==> src/rtl/mux32_rr_arbiter_pkg.sv <==
// Shared definitions for the 32-source round-robin mux arbiter.
//   N_SRC       : number of requesters sharing the mux
//   SEL_W       : width of a source index / mux select
//   src_idx_t   : source index type
//   arb_state_t : output-register occupancy (EMPTY / FULL)
package arb_pkg;

    localparam int N_SRC = 32;
    localparam int SEL_W = 5;

    typedef logic [SEL_W-1:0] src_idx_t;

    typedef enum logic {
        EMPTY = 1'b0,
        FULL  = 1'b1
    } arb_state_t;

endpackage

==> src/rtl/mux32.sv <==
// Plain 32:1 word multiplexer shared by the arbiter datapath.
// Ports:
//   in00..in31 : candidate words
//   s          : select (0..31)
//   y          : selected word
module mux32 #(
    parameter int WIDTH = 32
) (
    input  logic [WIDTH-1:0] in00,
    input  logic [WIDTH-1:0] in01,
    input  logic [WIDTH-1:0] in02,
    input  logic [WIDTH-1:0] in03,
    input  logic [WIDTH-1:0] in04,
    input  logic [WIDTH-1:0] in05,
    input  logic [WIDTH-1:0] in06,
    input  logic [WIDTH-1:0] in07,
    input  logic [WIDTH-1:0] in08,
    input  logic [WIDTH-1:0] in09,
    input  logic [WIDTH-1:0] in10,
    input  logic [WIDTH-1:0] in11,
    input  logic [WIDTH-1:0] in12,
    input  logic [WIDTH-1:0] in13,
    input  logic [WIDTH-1:0] in14,
    input  logic [WIDTH-1:0] in15,
    input  logic [WIDTH-1:0] in16,
    input  logic [WIDTH-1:0] in17,
    input  logic [WIDTH-1:0] in18,
    input  logic [WIDTH-1:0] in19,
    input  logic [WIDTH-1:0] in20,
    input  logic [WIDTH-1:0] in21,
    input  logic [WIDTH-1:0] in22,
    input  logic [WIDTH-1:0] in23,
    input  logic [WIDTH-1:0] in24,
    input  logic [WIDTH-1:0] in25,
    input  logic [WIDTH-1:0] in26,
    input  logic [WIDTH-1:0] in27,
    input  logic [WIDTH-1:0] in28,
    input  logic [WIDTH-1:0] in29,
    input  logic [WIDTH-1:0] in30,
    input  logic [WIDTH-1:0] in31,
    input  logic [4:0]       s,
    output logic [WIDTH-1:0] y
);

    always_comb begin
        y = '0;
        case (s)
            5'd0:  y = in00;
            5'd1:  y = in01;
            5'd2:  y = in02;
            5'd3:  y = in03;
            5'd4:  y = in04;
            5'd5:  y = in05;
            5'd6:  y = in06;
            5'd7:  y = in07;
            5'd8:  y = in08;
            5'd9:  y = in09;
            5'd10: y = in10;
            5'd11: y = in11;
            5'd12: y = in12;
            5'd13: y = in13;
            5'd14: y = in14;
            5'd15: y = in15;
            5'd16: y = in16;
            5'd17: y = in17;
            5'd18: y = in18;
            5'd19: y = in19;
            5'd20: y = in20;
            5'd21: y = in21;
            5'd22: y = in22;
            5'd23: y = in23;
            5'd24: y = in24;
            5'd25: y = in25;
            5'd26: y = in26;
            5'd27: y = in27;
            5'd28: y = in28;
            5'd29: y = in29;
            5'd30: y = in30;
            5'd31: y = in31;
            default: y = '0;
        endcase
    end

endmodule

==> src/rtl/mux32_rr_arbiter_pick.sv <==
// Combinational rotate-priority picker (rr_pick32).
// Ports:
//   req_i   : request vector
//   last_i  : most recently served index (gets lowest priority)
//   found_o : at least one request is present
//   idx_o   : winning index, or last_i when nothing is requested
module rr_pick32
    import arb_pkg::*;
(
    input  logic [N_SRC-1:0] req_i,
    input  src_idx_t         last_i,
    output logic             found_o,
    output src_idx_t         idx_o
);

    logic [SEL_W:0]       shift;
    logic [2*N_SRC-1:0]   dbl;
    logic [N_SRC-1:0]     rot;
    src_idx_t             off;

    // Rotate so that bit 0 of rot is source (last+1). The shift ranges
    // 1..32, so a concatenated copy makes the rotation a plain shift.
    assign shift = {1'b0, last_i} + (SEL_W+1)'(1);
    assign dbl   = {req_i, req_i} >> shift;
    assign rot   = dbl[N_SRC-1:0];

    // Find-first from the low end; scanning downward leaves the lowest hit.
    always_comb begin
        found_o = 1'b0;
        off     = '0;
        for (int j = N_SRC-1; j >= 0; j--) begin
            if (rot[j]) begin
                found_o = 1'b1;
                off     = src_idx_t'(j);
            end
        end
    end

    // Undo the rotation; 5-bit arithmetic gives the mod-32 wrap for free.
    assign idx_o = found_o ? src_idx_t'(last_i + off + src_idx_t'(1)) : last_i;

endmodule

==> src/rtl/mux32_rr_arbiter.sv <==
// Round-robin arbiter sharing one mux32 among 32 sources, with a
// single-entry registered output and valid/ready handshake.
// Ports:
//   clk, rst          : clock, asynchronous active-high reset
//   req               : per-source request (level)
//   in00..in31        : source words
//   grant             : one-hot, combinational; source captured at this edge
//   select            : mux select (winner, or last when idle)
//   out_data/out_src  : captured word and its source index
//   out_valid         : output holds an unconsumed word
//   out_ready         : consumer accepts the word this cycle
module mux32_rr_arbiter
    import arb_pkg::*;
#(
    parameter int WIDTH = 32
) (
    input  logic             clk,
    input  logic             rst,
    input  logic [31:0]      req,
    input  logic [WIDTH-1:0] in00,
    input  logic [WIDTH-1:0] in01,
    input  logic [WIDTH-1:0] in02,
    input  logic [WIDTH-1:0] in03,
    input  logic [WIDTH-1:0] in04,
    input  logic [WIDTH-1:0] in05,
    input  logic [WIDTH-1:0] in06,
    input  logic [WIDTH-1:0] in07,
    input  logic [WIDTH-1:0] in08,
    input  logic [WIDTH-1:0] in09,
    input  logic [WIDTH-1:0] in10,
    input  logic [WIDTH-1:0] in11,
    input  logic [WIDTH-1:0] in12,
    input  logic [WIDTH-1:0] in13,
    input  logic [WIDTH-1:0] in14,
    input  logic [WIDTH-1:0] in15,
    input  logic [WIDTH-1:0] in16,
    input  logic [WIDTH-1:0] in17,
    input  logic [WIDTH-1:0] in18,
    input  logic [WIDTH-1:0] in19,
    input  logic [WIDTH-1:0] in20,
    input  logic [WIDTH-1:0] in21,
    input  logic [WIDTH-1:0] in22,
    input  logic [WIDTH-1:0] in23,
    input  logic [WIDTH-1:0] in24,
    input  logic [WIDTH-1:0] in25,
    input  logic [WIDTH-1:0] in26,
    input  logic [WIDTH-1:0] in27,
    input  logic [WIDTH-1:0] in28,
    input  logic [WIDTH-1:0] in29,
    input  logic [WIDTH-1:0] in30,
    input  logic [WIDTH-1:0] in31,
    output logic [31:0]      grant,
    output logic [4:0]       select,
    output logic [WIDTH-1:0] out_data,
    output logic [4:0]       out_src,
    output logic             out_valid,
    input  logic             out_ready
);

    arb_state_t       state_q, state_d;
    src_idx_t         last_q, last_d;
    src_idx_t         src_q, src_d;
    logic [WIDTH-1:0] data_q, data_d;

    logic             found;
    src_idx_t         win_idx;
    logic             load;
    logic [WIDTH-1:0] mux_y;

    rr_pick32 u_pick (
        .req_i   (req),
        .last_i  (last_q),
        .found_o (found),
        .idx_o   (win_idx)
    );

    assign select = win_idx;

    mux32 #(.WIDTH(WIDTH)) u_mux (
        .in00 (in00), .in01 (in01), .in02 (in02), .in03 (in03),
        .in04 (in04), .in05 (in05), .in06 (in06), .in07 (in07),
        .in08 (in08), .in09 (in09), .in10 (in10), .in11 (in11),
        .in12 (in12), .in13 (in13), .in14 (in14), .in15 (in15),
        .in16 (in16), .in17 (in17), .in18 (in18), .in19 (in19),
        .in20 (in20), .in21 (in21), .in22 (in22), .in23 (in23),
        .in24 (in24), .in25 (in25), .in26 (in26), .in27 (in27),
        .in28 (in28), .in29 (in29), .in30 (in30), .in31 (in31),
        .s    (select),
        .y    (mux_y)
    );

    // A word can be taken when the register is free or is being drained.
    assign load = found && ((state_q == EMPTY) || out_ready);

    // Grant is suppressed during reset so no requester believes its word
    // was consumed while the registers are being cleared.
    for (genvar gi = 0; gi < N_SRC; gi++) begin : g_grant
        assign grant[gi] = load && !rst && (win_idx == src_idx_t'(gi));
    end

    always_comb begin
        state_d = state_q;
        last_d  = last_q;
        src_d   = src_q;
        data_d  = data_q;
        if (load) begin
            state_d = FULL;
            last_d  = win_idx;
            src_d   = win_idx;
            data_d  = mux_y;
        end else if ((state_q == FULL) && out_ready) begin
            state_d = EMPTY;
        end
    end

    always_ff @(posedge clk or posedge rst) begin
        if (rst) begin
            state_q <= EMPTY;
            last_q  <= src_idx_t'(N_SRC-1);
            src_q   <= '0;
            data_q  <= '0;
        end else begin
            state_q <= state_d;
            last_q  <= last_d;
            src_q   <= src_d;
            data_q  <= data_d;
        end
    end

    assign out_valid = (state_q == FULL);
    assign out_src   = src_q;
    assign out_data  = data_q;

endmodule
==> config.mk <==
export PLATFORM = sky130hd
export DESIGN_NAME = mux32_rr_arbiter
export DESIGN_NICKNAME = d
export VERILOG_FILES = /design/src/rtl/mux32_rr_arbiter_pkg.sv /design/src/rtl/mux32.sv /design/src/rtl/mux32_rr_arbiter_pick.sv /design/src/rtl/mux32_rr_arbiter.sv
export SDC_FILE = /design/constraint.sdc
export NUM_CORES = 1
export LEC_CHECK = 0
export CORE_AREA = 2 2 448 450
export CTS_CLUSTER_DIAMETER = 100
export DETAILED_ROUTE_END_ITERATION = 10
export DIE_AREA = 0 0 450 452
export PLACE_DENSITY = 0.3
export SYNTH_ARGS = -nofsm -noshare
export SYNTH_HDL_FRONTEND = slang
export SYNTH_SLANG_ARGS = --single-unit
==> constraint.sdc <==
create_clock -name clk -period 10.5 [get_ports clk]
set_clock_uncertainty 0.05 [all_clocks]
set_input_delay 2.1 -clock clk [delete_from_list [all_inputs] [get_ports clk]]
set_output_delay 2.1 -clock clk [all_outputs]
set_load 0.01 [all_outputs]
=== Yosys cells after proc, flatten, opt, wreduce, memory -nomap -nowiden ===
Index checks and enable logic that the tools add are counted.

* Register bits after elaboration: 43
* Bits of input ports: 1059
* Output and inout port bits: 75
* Logic and storage cells: 147

* Bitwise operators: 1
* Equal/unequal tests: 31
* Reduce and logical (&&, ||, !) cells: 39
* $add $sub $neg: 3
* Multiplexer cells: 68
* Shift-type cells: 1

{| class="wikitable"
|+ Operators by type and width
! cell !! count
|-
| $pmux 32 s32 || 1
|-
| $mux 5 || 33
|-
| $eq 5x5->1 const B || 16
|-
| $shr 64x6->32 || 1
|-
| $eq 5x4->1 const B || 8
|-
| $logic_and 1x1->1 || 35
|-
| $mux 1 || 34
|-
| $eq 5x3->1 const B || 4
|-
| $eq 5x2->1 const B || 2
|-
| $add 5x1->6 const B || 1
|-
| $add 5x1->5 const B || 1
|-
| $add 5x5->5 || 1
|-
| $eq 5x1->1 const B || 1
|-
| $logic_not 5->1 || 1
|-
| $reduce_bool 2->1 || 1
|-
| $logic_not 1->1 || 1
|-
| $logic_or 1x1->1 || 1
|-
| $not 1->1 || 1
|}

=== Depth between registers and ports, before layout ===
Gate-level depths: netlist (run 1).

* Depth in word-level cells: 39
* Depth in mapped cells: 32
* Mapped depth without buffers: 26

=== Cells and area by module ===
Synthesis (run 1) repeated with hierarchy kept, for this count alone.

* Cells, all modules: 2015
* Area total of the unflattened synthesis: 15118.2 um^2

{| class="wikitable"
|+ Modules (own cells, without submodules)
! module !! area each (um^2) !! cells each !! sequential area each (um^2) !! instances
|-
| mux32 || 7960.1 || 1354 || 0.0 || 1
|-
| rr_pick32 || 5062.4 || 516 || 0.0 || 1
|-
| mux32_rr_arbiter || 2095.8 || 145 || 1082.3 || 1
|}

=== Worst setup path before layout (run 1) ===
OpenSTA, ideal clock, no wires.

* Path type: input -> output
* Start point: input req[24]
* End point: output grant[19]
* Buffers on the path: 1
* Data arrival time: 6975 ps
* Path slack: 1375 ps
* Required time: 8350 ps
* Stages: 17
* Path through: mux4_2 -> a221o_1 -> or2_2 -> mux4_2 -> o311a_1 -> o311ai_0 -> and3_1 -> ha_1 -> nor2b_1 -> o21ai_0 -> nand2b_1 -> xnor2_1 -> or3_1 -> o31ai_1 -> nor2_1 -> clkbuf_1 -> nor3_1

* Word-level cells in the longest chain between the ends: 38
* Elaborated cells on any way between the ends: 72
* Classes of those cells: add/sub (2); eq/ne (1); shift (1); mux (65); reduce/logical (3)

{| class="wikitable"
|+ Ends and longest elaborated chain
! item !! line !! text
|-
| start: declaration || mux32_rr_arbiter.sv:19 || <nowiki>input logic [31:0] req,</nowiki>
|-
| $shr 64x6->32 * || mux32_rr_arbiter_pick.sv:24 || <nowiki>assign dbl = {req_i, req_i} >> shift;</nowiki>
|-
| $mux 5 (32 in a row) || mux32_rr_arbiter_pick.sv:32 || <nowiki>if (rot[j]) begin</nowiki>
|-
| $add 5x5->5 || mux32_rr_arbiter_pick.sv:40 || <nowiki>assign idx_o = found_o ? src_idx_t'(last_i + off + src_idx_t'(1)) : last_i;</nowiki>
|-
| $add 5x1->5 || mux32_rr_arbiter_pick.sv:40 ||
|-
| $mux 5 || mux32_rr_arbiter_pick.sv:40 ||
|-
| $eq 5x5->1 || mux32_rr_arbiter.sv:98 || <nowiki>assign grant[gi] = load && !rst && (win_idx == src_idx_t'(gi));</nowiki>
|-
| $logic_and 1x1->1 * || mux32_rr_arbiter.sv:98 ||
|-
| end: declaration || mux32_rr_arbiter.sv:52 || <nowiki>output logic [31:0] grant,</nowiki>
|}

Mark *: on every way between the ends. The rest lies on a longest branch, timed or not.

=== Worst setup path after layout (run 1) ===
* Start point: input req[14]
* End point: output grant[2]

* Word-level cells in the longest chain between the ends: 38
* Elaborated cells on any way between the ends: 72
* Classes of those cells: add/sub (2); eq/ne (1); shift (1); mux (65); reduce/logical (3)

{| class="wikitable"
|+ Ends and longest elaborated chain
! item !! line
|-
| $shr 64x6->32 * || mux32_rr_arbiter_pick.sv:24
|-
| $mux 5 (32 in a row) || mux32_rr_arbiter_pick.sv:32
|-
| $add 5x5->5 || mux32_rr_arbiter_pick.sv:40
|-
| $add 5x1->5 || mux32_rr_arbiter_pick.sv:40
|-
| $mux 5 || mux32_rr_arbiter_pick.sv:40
|-
| $eq 5x2->1 || mux32_rr_arbiter.sv:98
|-
| $logic_and 1x1->1 * || mux32_rr_arbiter.sv:98
|}

Marked as above.

==> metrics.md, run 1 <==
| Metric | Value |
|---|---|
| FILL cells | `22897` |
| Worst Max-Slew Pin Slew | `1280 ps` |
| Cell type group with the largest total delay on the critical path | `compound AO/OA/AOI/OAI gates` |
| Gpl congestion | `0.947` |
| Root Buffer Master | `sky130_fd_sc_hd__clkbuf_16` |
| Core Box Area | `199000 um2` |
| Post-synthesis area per instance | `7.40 um2` |
| Global-route congestion overflow total | `0` |
| Minimum clock period | `10220 ps` |
| Clock sink count | `43` |
| Run status | `finished, final reports clean` |
| Setup violation total in the final timing report | `0` |
| Count of endpoints failing hold in the final timing report | `0` |
| Number of max-cap violations | `0` |
| Global Route Usage Sum | `0.237` |
| Vias per cell | `4.10` |
| Biggest fanout along the worst timing path | `7` |
| Routed wire length | `253000 um` |
| Top flip-flop cell by instance count after synthesis | `sky130_fd_sc_hd__dfrtp_1` |
| Initial core utilization | `0.0589` |
| Synth warnings | `0` |
| Classification of the worst setup path | `in -> out` |
| Final instance count without filler cells | `5537` |
| Required time worst endpoint | `8350 ps` |
| Share of the yosys chip area belonging to registers | `0.0926` |
| Row count | `164` |
| Count of TritonRoute iterations in the first routing pass | `6` |
| Fraction of registers with async set/reset | `1.00` |
| Kind of capture point of the worst setup path | `output pin` |
| Total Die Area | `203000 um2` |
| Final Max Tran Viols | `0` |
| Detailed placement HPWL | `223000 um` |
| Width of the chip | `450 um` |
| Post-synthesis cell area | `11700 um2` |
| Routed wirelength normalized by instance count | `45.8 um` |
| Clock tree buffer depth | `2` |
| Slowest library cell on the worst path | `sky130_fd_sc_hd__clkdlybuf4s50_1` |
| Arrival time at the worst endpoint | `8070 ps` |
| Kind of launch point of the worst setup path | `input pin` |
| Post-route clock period utilization | `0.973` |
| Crit path largest cell delay | `580 ps` |
| Hold Path Class | `reg -> reg` |
| Detail Route Antenna Nets | `0` |
| Post-route DRC | `0` |
| Insertion delay to the later sink of the worst-skew pair | `330 ps` |
| CTS clk-pin slew, worst paths | `80 ps` |
| CTS H-Tree Depth | `2` |
| Proportion of layout cells with a drive suffix above 1 | `0.147` |
| Number of instances in the synthesized netlist | `1580` |
| # nets final | `3871` |
| Total of buffers placed on input and output ports | `1133` |
| Storage element area | `1080 um2` |
| Post-placement cell count | `5453` |
| Via count of the first global-routing pass | `22178` |
| Slew Limit Headroom | `0.149` |
| Number of different library cells in the post-synthesis netlist | `82` |
| Die outline height | `452 um` |
| Largest net degree at the start of global routing | `38` |
| Boundary pin count | `1134` |
| Antenna violations before repair | `218` |
| Clock tree from TritonCTS | `built` |
| Area Overhead vs Synth | `145%` |
| Multi-input logic area | `10300 um2` |
| Cts bufs inserted | `5` |
| Number of register bits inferred by synthesis | `43` |
| Total buffers and inverters traversed by the critical path | `4` |
| Peak clock frequency supported by timing | `97.8 MHz` |
| Wire length of the first global-routing pass | `303000 um` |
| Net count after synthesis | `2644` |
| Number of vias in the routed layout | `22690` |
| 1st-iter DRT viols | `2759` |
| Number of enable-type register cells in the synthesized netlist | `0` |
## worst paths after layout
path / start / to / slack [ps] / depth (start not counted)
max reg2reg: last_q[1]$_DFFE_PP1P_ / out_data[5]$_DFFE_PP0P_ / 1540 / 30
max: req[14] / grant[2] / 280 / 26
max in group asynchronous: rst / last_q[4]$_DFFE_PP1P_ / 7390 / 3
min: out_src[4]$_DFFE_PP0P_ / out_src[4]$_DFFE_PP0P_ / 440 / 2
min reg2reg: out_src[4]$_DFFE_PP0P_ / out_src[4]$_DFFE_PP0P_ / 440 / 2
min in group asynchronous: rst / out_data[28]$_DFFE_PP0P_ / 2130 / 2
## through the flow
| stage | area (um2) | util | hold slack (ps) | worst slack [ps] | setup TNS [ps] |
|---|---|---|---|---|---|
| finish | 28600 | 0.144 | 438 | 279 | 0 |
| CTS | 28300 | 0.143 | 449 | 88.9 | 0 |
| global route | 28500 | 0.144 | 478 | -11.0 | -11.0 |
| detailed placement | 28200 | 0.142 | 427 | 130 | 0 |
| global placement | 28200 | 0.142 | 413 | -38.2 | -56.2 |
| floorplan | 11700 | - | 464 | 1370 | 0 |
## flip-flops by register name, indices dropped and copies added (netlist names)
name,cells
last_q,5
out_data,32
out_src,5
out_valid,1
## layout make-up
type | instances | share of cell area
timing repair buffer | 1383 | 0.471
multi-input combinational | 1353 | 0.360
tap | 2656 | 0.116
sequential | 43 | 0.0378
antenna | 73 | 0.00638
clock buffer | 6 | 0.00485
inverter | 21 | 0.00284
clock inverter | 2 | 0.000568
## worst reg2reg max path, delay by kind of cell, from the launching register on
family	cells	cell delay (ps)
AOI/OAI and AO/OA	14	3620
xor gates and xnor gates	1	130
adders and majority gates	2	630
buffers and inverters	4	1120
DFF	1	1040
muxes	2	630
and+or+nand+nor	7	1630
## per-layer routing
layer / GRT usage / wire length, um
met1: 0.284 / 100000
met2: 0.390 / 119000
met3: 0.0869 / 25100
met4: 0.0805 / 8450
met5: 0 / 825
## cell usage in the layout (no fill, tap or decap), types with 12 or more instances in the layout
cell type and n:
sky130_fd_sc_hd__a221o_1 17, sky130_fd_sc_hd__o21ai_0 58, sky130_fd_sc_hd__a221oi_1 46, sky130_fd_sc_hd__buf_12 21, sky130_fd_sc_hd__mux4_2 34, sky130_fd_sc_hd__and3_1 34, sky130_fd_sc_hd__inv_1 17, sky130_fd_sc_hd__diode_2 73
sky130_fd_sc_hd__mux2_2 22, sky130_fd_sc_hd__a222oi_1 32, sky130_fd_sc_hd__buf_4 232, sky130_fd_sc_hd__and4_1 16, sky130_fd_sc_hd__dfrtp_1 38, sky130_fd_sc_hd__nor2_1 69, sky130_fd_sc_hd__nand3_1 49, sky130_fd_sc_hd__a21oi_1 50
sky130_fd_sc_hd__o22ai_1 17, sky130_fd_sc_hd__mux2i_1 13, sky130_fd_sc_hd__a22oi_1 300, sky130_fd_sc_hd__a22o_1 99, sky130_fd_sc_hd__clkdlybuf4s50_1 1122, sky130_fd_sc_hd__a21oi_4 15, sky130_fd_sc_hd__nand2_1 106, sky130_fd_sc_hd__o211ai_1 25
sky130_fd_sc_hd__o21ai_1 12, sky130_fd_sc_hd__nand4_1 47, sky130_fd_sc_hd__nor2_4 17, sky130_fd_sc_hd__nor3_1 48, sky130_fd_sc_hd__o2111ai_1 13
## cell usage after synthesis, types with 11 or more instances
cell type	number	area, um2
sky130_fd_sc_hd__a221o_1	17	170
sky130_fd_sc_hd__nor3_1	52	260
sky130_fd_sc_hd__and3_1	34	213
sky130_fd_sc_hd__buf_2	39	195
sky130_fd_sc_hd__and4_1	16	140
sky130_fd_sc_hd__o2111ai_1	13	114
sky130_fd_sc_hd__buf_1	12	45.0
sky130_fd_sc_hd__or3_1	12	75.1
sky130_fd_sc_hd__o21ai_0	62	310
sky130_fd_sc_hd__a31oi_1	11	68.8
sky130_fd_sc_hd__a21oi_1	60	300
sky130_fd_sc_hd__a22oi_1	301	2260
sky130_fd_sc_hd__o22ai_1	19	119
sky130_fd_sc_hd__nand3_1	50	250
sky130_fd_sc_hd__a221oi_1	46	403
sky130_fd_sc_hd__clkbuf_1	102	383
sky130_fd_sc_hd__nand4_1	47	294
sky130_fd_sc_hd__mux2i_1	16	160
sky130_fd_sc_hd__and2_1	13	81.3
sky130_fd_sc_hd__inv_1	19	71.3
sky130_fd_sc_hd__mux2_2	24	270
sky130_fd_sc_hd__dfrtp_1	38	951
sky130_fd_sc_hd__a22o_1	99	867
sky130_fd_sc_hd__nor2_1	85	319
sky130_fd_sc_hd__nor4_1	12	75.1
sky130_fd_sc_hd__nand2_1	109	409
sky130_fd_sc_hd__a222oi_1	32	320
sky130_fd_sc_hd__o211ai_1	25	188
sky130_fd_sc_hd__mux4_2	34	766
## what timing repair did
action                     in CTS  in global routing
hold buffers                    0                  0
setup buffers                   0                  2
gates resized for setup         0                 27
setup endpoints to repair       0                 29
## cells by family (layout without fill, tap and decap cells)
logic type / after synthesis / after routing / share of synthesized area
AND/OR/NAND/NOR: 473 / 473 / 0.209
flip-flops: 43 / 43 / 0.0926
AO/OA/AOI/OAI: 791 / 791 / 0.513
buffers and inverters: 184 / 1412 / 0.0684
XOR/XNOR: 7 / 7 / 0.00524
other: 0 / 73 / 0
multiplexers: 77 / 77 / 0.106
adder cells (fa/ha/maj): 5 / 5 / 0.00599
Power of run 1 is not shown: default switching activity piles up to over one toggle a cycle in this logic, so the estimate is an artifact.
==> inputs of run 2 (changes only) <==
--- a/config.mk
+++ b/config.mk
@@ -5,10 +5,10 @@
 export SDC_FILE = /design/constraint.sdc
 export NUM_CORES = 1
 export LEC_CHECK = 0
-export CORE_AREA = 2 2 448 450
+export CORE_AREA = 2 2 441 443
 export CTS_CLUSTER_DIAMETER = 100
 export DETAILED_ROUTE_END_ITERATION = 10
-export DIE_AREA = 0 0 450 452
+export DIE_AREA = 0 0 443 445
 export PLACE_DENSITY = 0.3
 export SYNTH_ARGS = -nofsm -noshare
 export SYNTH_HDL_FRONTEND = slang
==> constraint.sdc (replaced) <==
create_clock -name clk -period 13.1 [get_ports clk]
set_clock_uncertainty 0.05 [all_clocks]
set_input_delay 2.62 -clock clk [delete_from_list [all_inputs] [get_ports clk]]
set_output_delay 2.62 -clock clk [all_outputs]
set_load 0.01 [all_outputs]
==> run 2 against run 1 <==
Net effect: cell area down 4.6%; register-to-register slack better by 1700 ps; wire length down 1.3%; hold slack worse by 5.9 ps; die area down 3.1%; non-clock buffer count down 121; first-iteration DRC count up 3.8%; critical path type unchanged; critical endpoint is now grant[15]; largest cell class unchanged.
==> metrics.md, run 2 (synthesis gave the netlist of run 1 again) <==
| Metric | Value |
|---|---|
| Cell type group with the largest total delay on the critical path | `compound AO/OA/AOI/OAI gates` |
| Post-route clock period utilization | `0.958` |
| Arrival time at the worst endpoint | `9880 ps` |
| Worst Max-Slew Pin Slew | `1340 ps` |
| Global Route Usage Sum | `0.242` |
| Antenna violations before repair | `229` |
| Crit path depth | `25` |
| Vias per cell | `4.27` |
| Width of the chip | `443 um` |
| Kind of capture point of the worst setup path | `output pin` |
| Buffers inserted during post-CTS setup optimization | `0` |
| Depth of the most critical reg-to-reg path | `30` |
| Met1 track demand over resource in global routing | `0.272` |
| Clock tree buffer depth | `2` |
| Met2 usage in global routing | `0.384` |
| Hold buffers post-CTS | `0` |
| CTS H-Tree Depth | `2` |
| CTS clk-pin slew, worst paths | `80 ps` |
| Number of flip-flops under the largest register name | `32` |
| Proportion of layout cells with a drive suffix above 1 | `0.104` |
| Worst hold endpoint | `out_src[0]$_DFFE_PP0P_` |
| Minimum clock period | `12550 ps` |
| Peak clock frequency supported by timing | `79.7 MHz` |
| Cts bufs inserted | `5` |
| Total buffers and inverters traversed by the critical path | `2` |
| Post-Route Setup TNS | `0 ps` |
| Routed wirelength normalized by instance count | `47.3 um` |
| Run status | `finished, final reports clean` |
| Core Box Area | `192000 um2` |
| Insertion delay to the later sink of the worst-skew pair | `350 ps` |
| Setup violation total in the final timing report | `0` |
| Wire length of the first global-routing pass | `298000 um` |
| Number of vias in the routed layout | `22601` |
| Hold Path Class | `reg -> reg` |
| Crit path largest cell delay | `720 ps` |
| Total of buffers placed on input and output ports | `1133` |
| Slowest library cell on the worst path | `sky130_fd_sc_hd__a222oi_1` |
| # nets final | `3750` |
| 1st-iter DRT viols | `2863` |
| R2R setup slack | `3190 ps` |
| Row count | `161` |
| Number of cells on the worst hold path | `1` |
| Final Max Tran Viols | `0` |
| Critical R2R Launch | `last_q[1]$_DFFE_PP1P_` |
| GR Layer Usage met3 | `0.115` |
| Gpl congestion | `0.961` |
| Clock tree from TritonCTS | `built` |
| Required time worst endpoint | `10430 ps` |
| Detailed placement HPWL | `220000 um` |
| Die outline height | `445 um` |
| Root Buffer Master | `sky130_fd_sc_hd__clkbuf_16` |
| Initial core utilization | `0.0609` |
| Detail Route Antenna Nets | `0` |
| Biggest fanout along the worst timing path | `7` |
| Largest net degree at the start of global routing | `51` |
| Cell repeated most along the worst path | `sky130_fd_sc_hd__nor3_1` |
| Setup repair after global routing missed its margin | `false` |
| Most crowded layer after global routing | `met2` |
| Kind of launch point of the worst setup path | `input pin` |
| Hold_sp | `out_src[0]$_DFFE_PP0P_` |
| Number of cells upsized or downsized after cts | `0` |
| Count of endpoints failing hold in the final timing report | `0` |
| Post-route DRC | `0` |
| Count of TritonRoute iterations in the first routing pass | `6` |
| Via count of the first global-routing pass | `21896` |
| Routed wire length | `250000 um` |
| Clock sink count | `43` |
| Area Overhead vs Synth | `134%` |
| Number of max-cap violations | `0` |
| Commonest cells after routing, fill and taps aside | `sky130_fd_sc_hd__clkdlybuf4s50_1 (1133), sky130_fd_sc_hd__a22oi_1 (301), sky130_fd_sc_hd__buf_4 (125)` |
| Endpoint of the worst register-to-register path | `out_data[25]$_DFFE_PP0P_` |
| Total Die Area | `197000 um2` |
| Classification of the worst setup path | `in -> out` |
| Leading cell type in the layout, fill and taps excluded | `sky130_fd_sc_hd__clkdlybuf4s50_1` |
| Global-route congestion overflow total | `0` |
| Slew Limit Headroom | `0.109` |
| FILL cells | `22072` |
| Boundary pin count | `1134` |
## run 2: changes by cell type in the layout (fill, tap and decap cells not counted), moves of 4 or more
cell and change:
sky130_fd_sc_hd__buf_12 -18, sky130_fd_sc_hd__buf_4 -107, sky130_fd_sc_hd__clkdlybuf4s50_1 +11, sky130_fd_sc_hd__diode_2 +5
sky130_fd_sc_hd__dlymetal6s2s_1 -7, sky130_fd_sc_hd__o21ai_0 +4, sky130_fd_sc_hd__o21ai_1 -4
## run 2: layout make-up
class | count | area, um2 | share of cell area
repair buffers | 1262 | 12400 | 0.452
multi-input cells | 1353 | 10300 | 0.376
well taps | 2526 | 3160 | 0.116
flip-flops and latches | 43 | 1080 | 0.0396
diodes | 78 | 195 | 0.00715
clock buffers | 5 | 125 | 0.00458
inverters | 21 | 81.3 | 0.00298
clock inverters | 3 | 47.5 | 0.00174
## run 2: worst max-delay path by stage
stage	startpoint	endpoint
CTS	req[12]	grant[15]
finish	req[14]	grant[15]
detailed placement	req[10]	grant[15]
global placement	req[14]	grant[14]
floorplan	req[24]	grant[19]
global route	req[12]	grant[15]
## run 2: worst reg2reg max path: cells and delay by family (launching register included)
| kind | cells | cell delay [ps] |
|---|---|---|
| AOI/OAI and AO/OA | 13 | 3300 |
| and+or+nand+nor | 9 | 2610 |
| buffers and inverters | 4 | 1250 |
| DFF | 1 | 1090 |
| muxes | 1 | 600 |
| adders and majority gates | 2 | 570 |
| xor gates and xnor gates | 1 | 290 |
## run 2: metal layers
metal  wire, um  share of wire  up-vias
li1           -              -     8988
met1      93500           0.37    11554
met2     116000           0.47     1467
met3      29200           0.12      406
met4       9870          0.039      186
met5       1190         0.0047        -
## run 2: per-stage QoR
stage	instance area [um2]	setup WS (ps)	hold slack, ps	utilization	cells
global route	27200	210	452	0.142	5264
CTS	27100	658	440	0.141	5212
detailed placement	26900	659	418	0.140	5204
floorplan	11700	2930	464	-	1580
global placement	26900	578	417	0.140	5204
finish	27300	555	432	0.142	5291
Power of run 2 is left out for the same reason.
==> inputs of run 3 (changes only) <==
==> constraint.sdc (replaced) <==
create_clock -name clk -period 13.1 [get_ports clk]
set_clock_uncertainty 0.05 [all_clocks]
set_input_delay 1.31 -clock clk [delete_from_list [all_inputs] [get_ports clk]]
set_output_delay 1.31 -clock clk [all_outputs]
set_load 0.01 [all_outputs]
==> run 3 against run 2 <==
Net effect: setup slack improved by 2100 ps; sequential cell count did not move; critical path depth rose by 1; utilization fell by 0.14 points; critical path type is now reg -> out; critical endpoint unchanged.
==> metrics.md, run 3 (synthesis gave the netlist of run 1 again) <==
| Metric | Value |
|---|---|
| Endpoint of the worst register-to-register path | `out_data[25]$_DFFE_PP0P_` |
| Number of flip-flops under the largest register name | `32` |
| Wire length of the first global-routing pass | `300000 um` |
| Depth of the most critical reg-to-reg path | `28` |
| Storage element area | `1080 um2` |
| Count of TritonRoute iterations in the first routing pass | `6` |
| Root Buffer Master | `sky130_fd_sc_hd__clkbuf_16` |
| FILL cells | `21992` |
| Routed wire length | `252000 um` |
| Total Die Area | `197000 um2` |
| Total of buffers placed on input and output ports | `1133` |
| Setup repair after global routing missed its margin | `false` |
| Final instance count without filler cells | `5257` |
| Post-placement cell count | `5176` |
| Minimum clock period | `10460 ps` |
| Number of cells on the worst hold path | `1` |
| Row count | `161` |
| Antenna violations before repair | `223` |
| Worst Max-Slew Pin Slew | `1380 ps` |
| Biggest fanout along the worst timing path | `26` |
| Area Overhead vs Synth | `131%` |
| Run status | `finished, final reports clean` |
| CTS clk-pin slew, worst paths | `110 ps` |
| Clock tree buffer depth | `2` |
| Slew Limit Headroom | `0.0688` |
| Core Box Area | `192000 um2` |
| Worst hold endpoint | `out_src[1]$_DFFE_PP0P_` |
| Detail Route Antenna Nets | `0` |
| Arrival time at the worst endpoint | `9100 ps` |
| Peak clock frequency supported by timing | `95.6 MHz` |
| Final Max Tran Viols | `0` |
| Hold_sp | `out_src[1]$_DFFE_PP0P_` |
| Hold buffers post-CTS | `0` |
| Number of vias in the routed layout | `22872` |
| Classification of the worst setup path | `reg -> out` |
| CTS H-Tree Depth | `2` |
| Post-Route Setup TNS | `0 ps` |
| 1st-iter DRT viols | `2999` |
| Required time worst endpoint | `11740 ps` |
| Kind of capture point of the worst setup path | `output pin` |
| Insertion delay to the later sink of the worst-skew pair | `360 ps` |
| Fin Hold WS | `434 ps` |
| Final standard cell utilization of the core | `0.141` |
| Post-route DRC | `0` |
| Initial core utilization | `0.0609` |
| Number of cells upsized or downsized after cts | `0` |
| Multi-input logic area | `10300 um2` |
| Number of max-cap violations | `0` |
| Clock tree from TritonCTS | `built` |
| Largest net degree at the start of global routing | `55` |
| Global-route congestion overflow total | `0` |
| # nets final | `3721` |
| Width of the chip | `443 um` |
| Detailed placement HPWL | `219000 um` |
| Global Route Usage Sum | `0.243` |
| Vias per cell | `4.35` |
| Via count of the first global-routing pass | `21817` |
| Critical R2R Launch | `last_q[0]$_DFFE_PP1P_` |
| Die outline height | `445 um` |
| R2R setup slack | `2730 ps` |
| Crit path from | `last_q[0]$_DFFE_PP1P_` |
| Count of endpoints failing hold in the final timing report | `0` |
| Clock sink count | `43` |
| Leading cell type in the layout, fill and taps excluded | `sky130_fd_sc_hd__clkdlybuf4s50_1` |
| Boundary pin count | `1134` |
| Gpl congestion | `0.946` |
| Cts bufs inserted | `5` |
| Post-route clock period utilization | `0.798` |
| Proportion of layout cells with a drive suffix above 1 | `0.0941` |
| Buffers inserted during post-CTS setup optimization | `0` |
| Routed wirelength normalized by instance count | `47.8 um` |
| Hold Path Class | `reg -> reg` |
| Setup violation total in the final timing report | `0` |
| Kind of launch point of the worst setup path | `flop` |
| Commonest cells after routing, fill and taps aside | `sky130_fd_sc_hd__clkdlybuf4s50_1 (1133), sky130_fd_sc_hd__a22oi_1 (301), sky130_fd_sc_hd__nand2_1 (105)` |
## run 3: area by class of cell
| type | count | area share |
|---|---|---|
| timing repair buffer | 1233 | 0.448 |
| multi-input combinational | 1353 | 0.380 |
| tap | 2526 | 0.117 |
| sequential | 43 | 0.0400 |
| antenna | 73 | 0.00676 |
| clock buffer | 6 | 0.00514 |
| inverter | 21 | 0.00301 |
| clock inverter | 2 | 0.000602 |
## run 3: stage by stage
step | cell area (um2) | setup slack (ps)
4_1_cts | 26900 | 2660
3_5_place_dp | 26700 | 2660
2_1_floorplan | 11700 | 5550
6_report | 27000 | 2640
5_1_grt | 27000 | 2010
3_3_place_gp | 26700 | 2570
## run 3: critical path: stages (launching register included)
cell and delay, ps:
sky130_fd_sc_hd__dfstp_2 960, sky130_fd_sc_hd__clkinv_1 860, sky130_fd_sc_hd__a222oi_1 1140, sky130_fd_sc_hd__nor3_1 110, sky130_fd_sc_hd__o22ai_1 200, sky130_fd_sc_hd__nand2_1 80
sky130_fd_sc_hd__o211ai_1 170, sky130_fd_sc_hd__a311oi_1 150, sky130_fd_sc_hd__nor3_1 160, sky130_fd_sc_hd__o211ai_1 110, sky130_fd_sc_hd__a21o_1 180, sky130_fd_sc_hd__a211o_1 260
sky130_fd_sc_hd__a21oi_1 310, sky130_fd_sc_hd__ha_1 300, sky130_fd_sc_hd__fa_1 280, sky130_fd_sc_hd__nor2b_1 80, sky130_fd_sc_hd__o21ai_0 170, sky130_fd_sc_hd__nand2b_1 160
sky130_fd_sc_hd__xnor2_1 200, sky130_fd_sc_hd__nor3_1 390, sky130_fd_sc_hd__o21ai_0 250, sky130_fd_sc_hd__a31oi_4 340, sky130_fd_sc_hd__buf_4 330, sky130_fd_sc_hd__and2_2 450
sky130_fd_sc_hd__buf_4 290, sky130_fd_sc_hd__and3_1 180, sky130_fd_sc_hd__clkdlybuf4s50_1 550
## run 3: how the worst max path moves through the flow
stage / end / slack (ps) / cells after the start
6_report: grant[15] / 2640 / 26
5_1_grt: grant[15] / 2010 / 26
4_1_cts: grant[15] / 2660 / 26
3_5_place_dp: out_data[25]$_DFFE_PP0P_ / 2660 / 28
3_3_place_gp: out_data[24]$_DFFE_PP0P_ / 2570 / 30
2_1_floorplan: grant[19] / 5550 / 17
## run 3: per-layer routing
metal | global-route usage | vias up | part of all wire
met5 | 0 | - | 0.0040
met1 | 0.289 | 11723 | 0.39
li1 | - | 8919 | -
met4 | 0.0960 | 152 | 0.037
met2 | 0.390 | 1660 | 0.46
met3 | 0.0939 | 418 | 0.11
Power of run 3 is left out for the same reason.
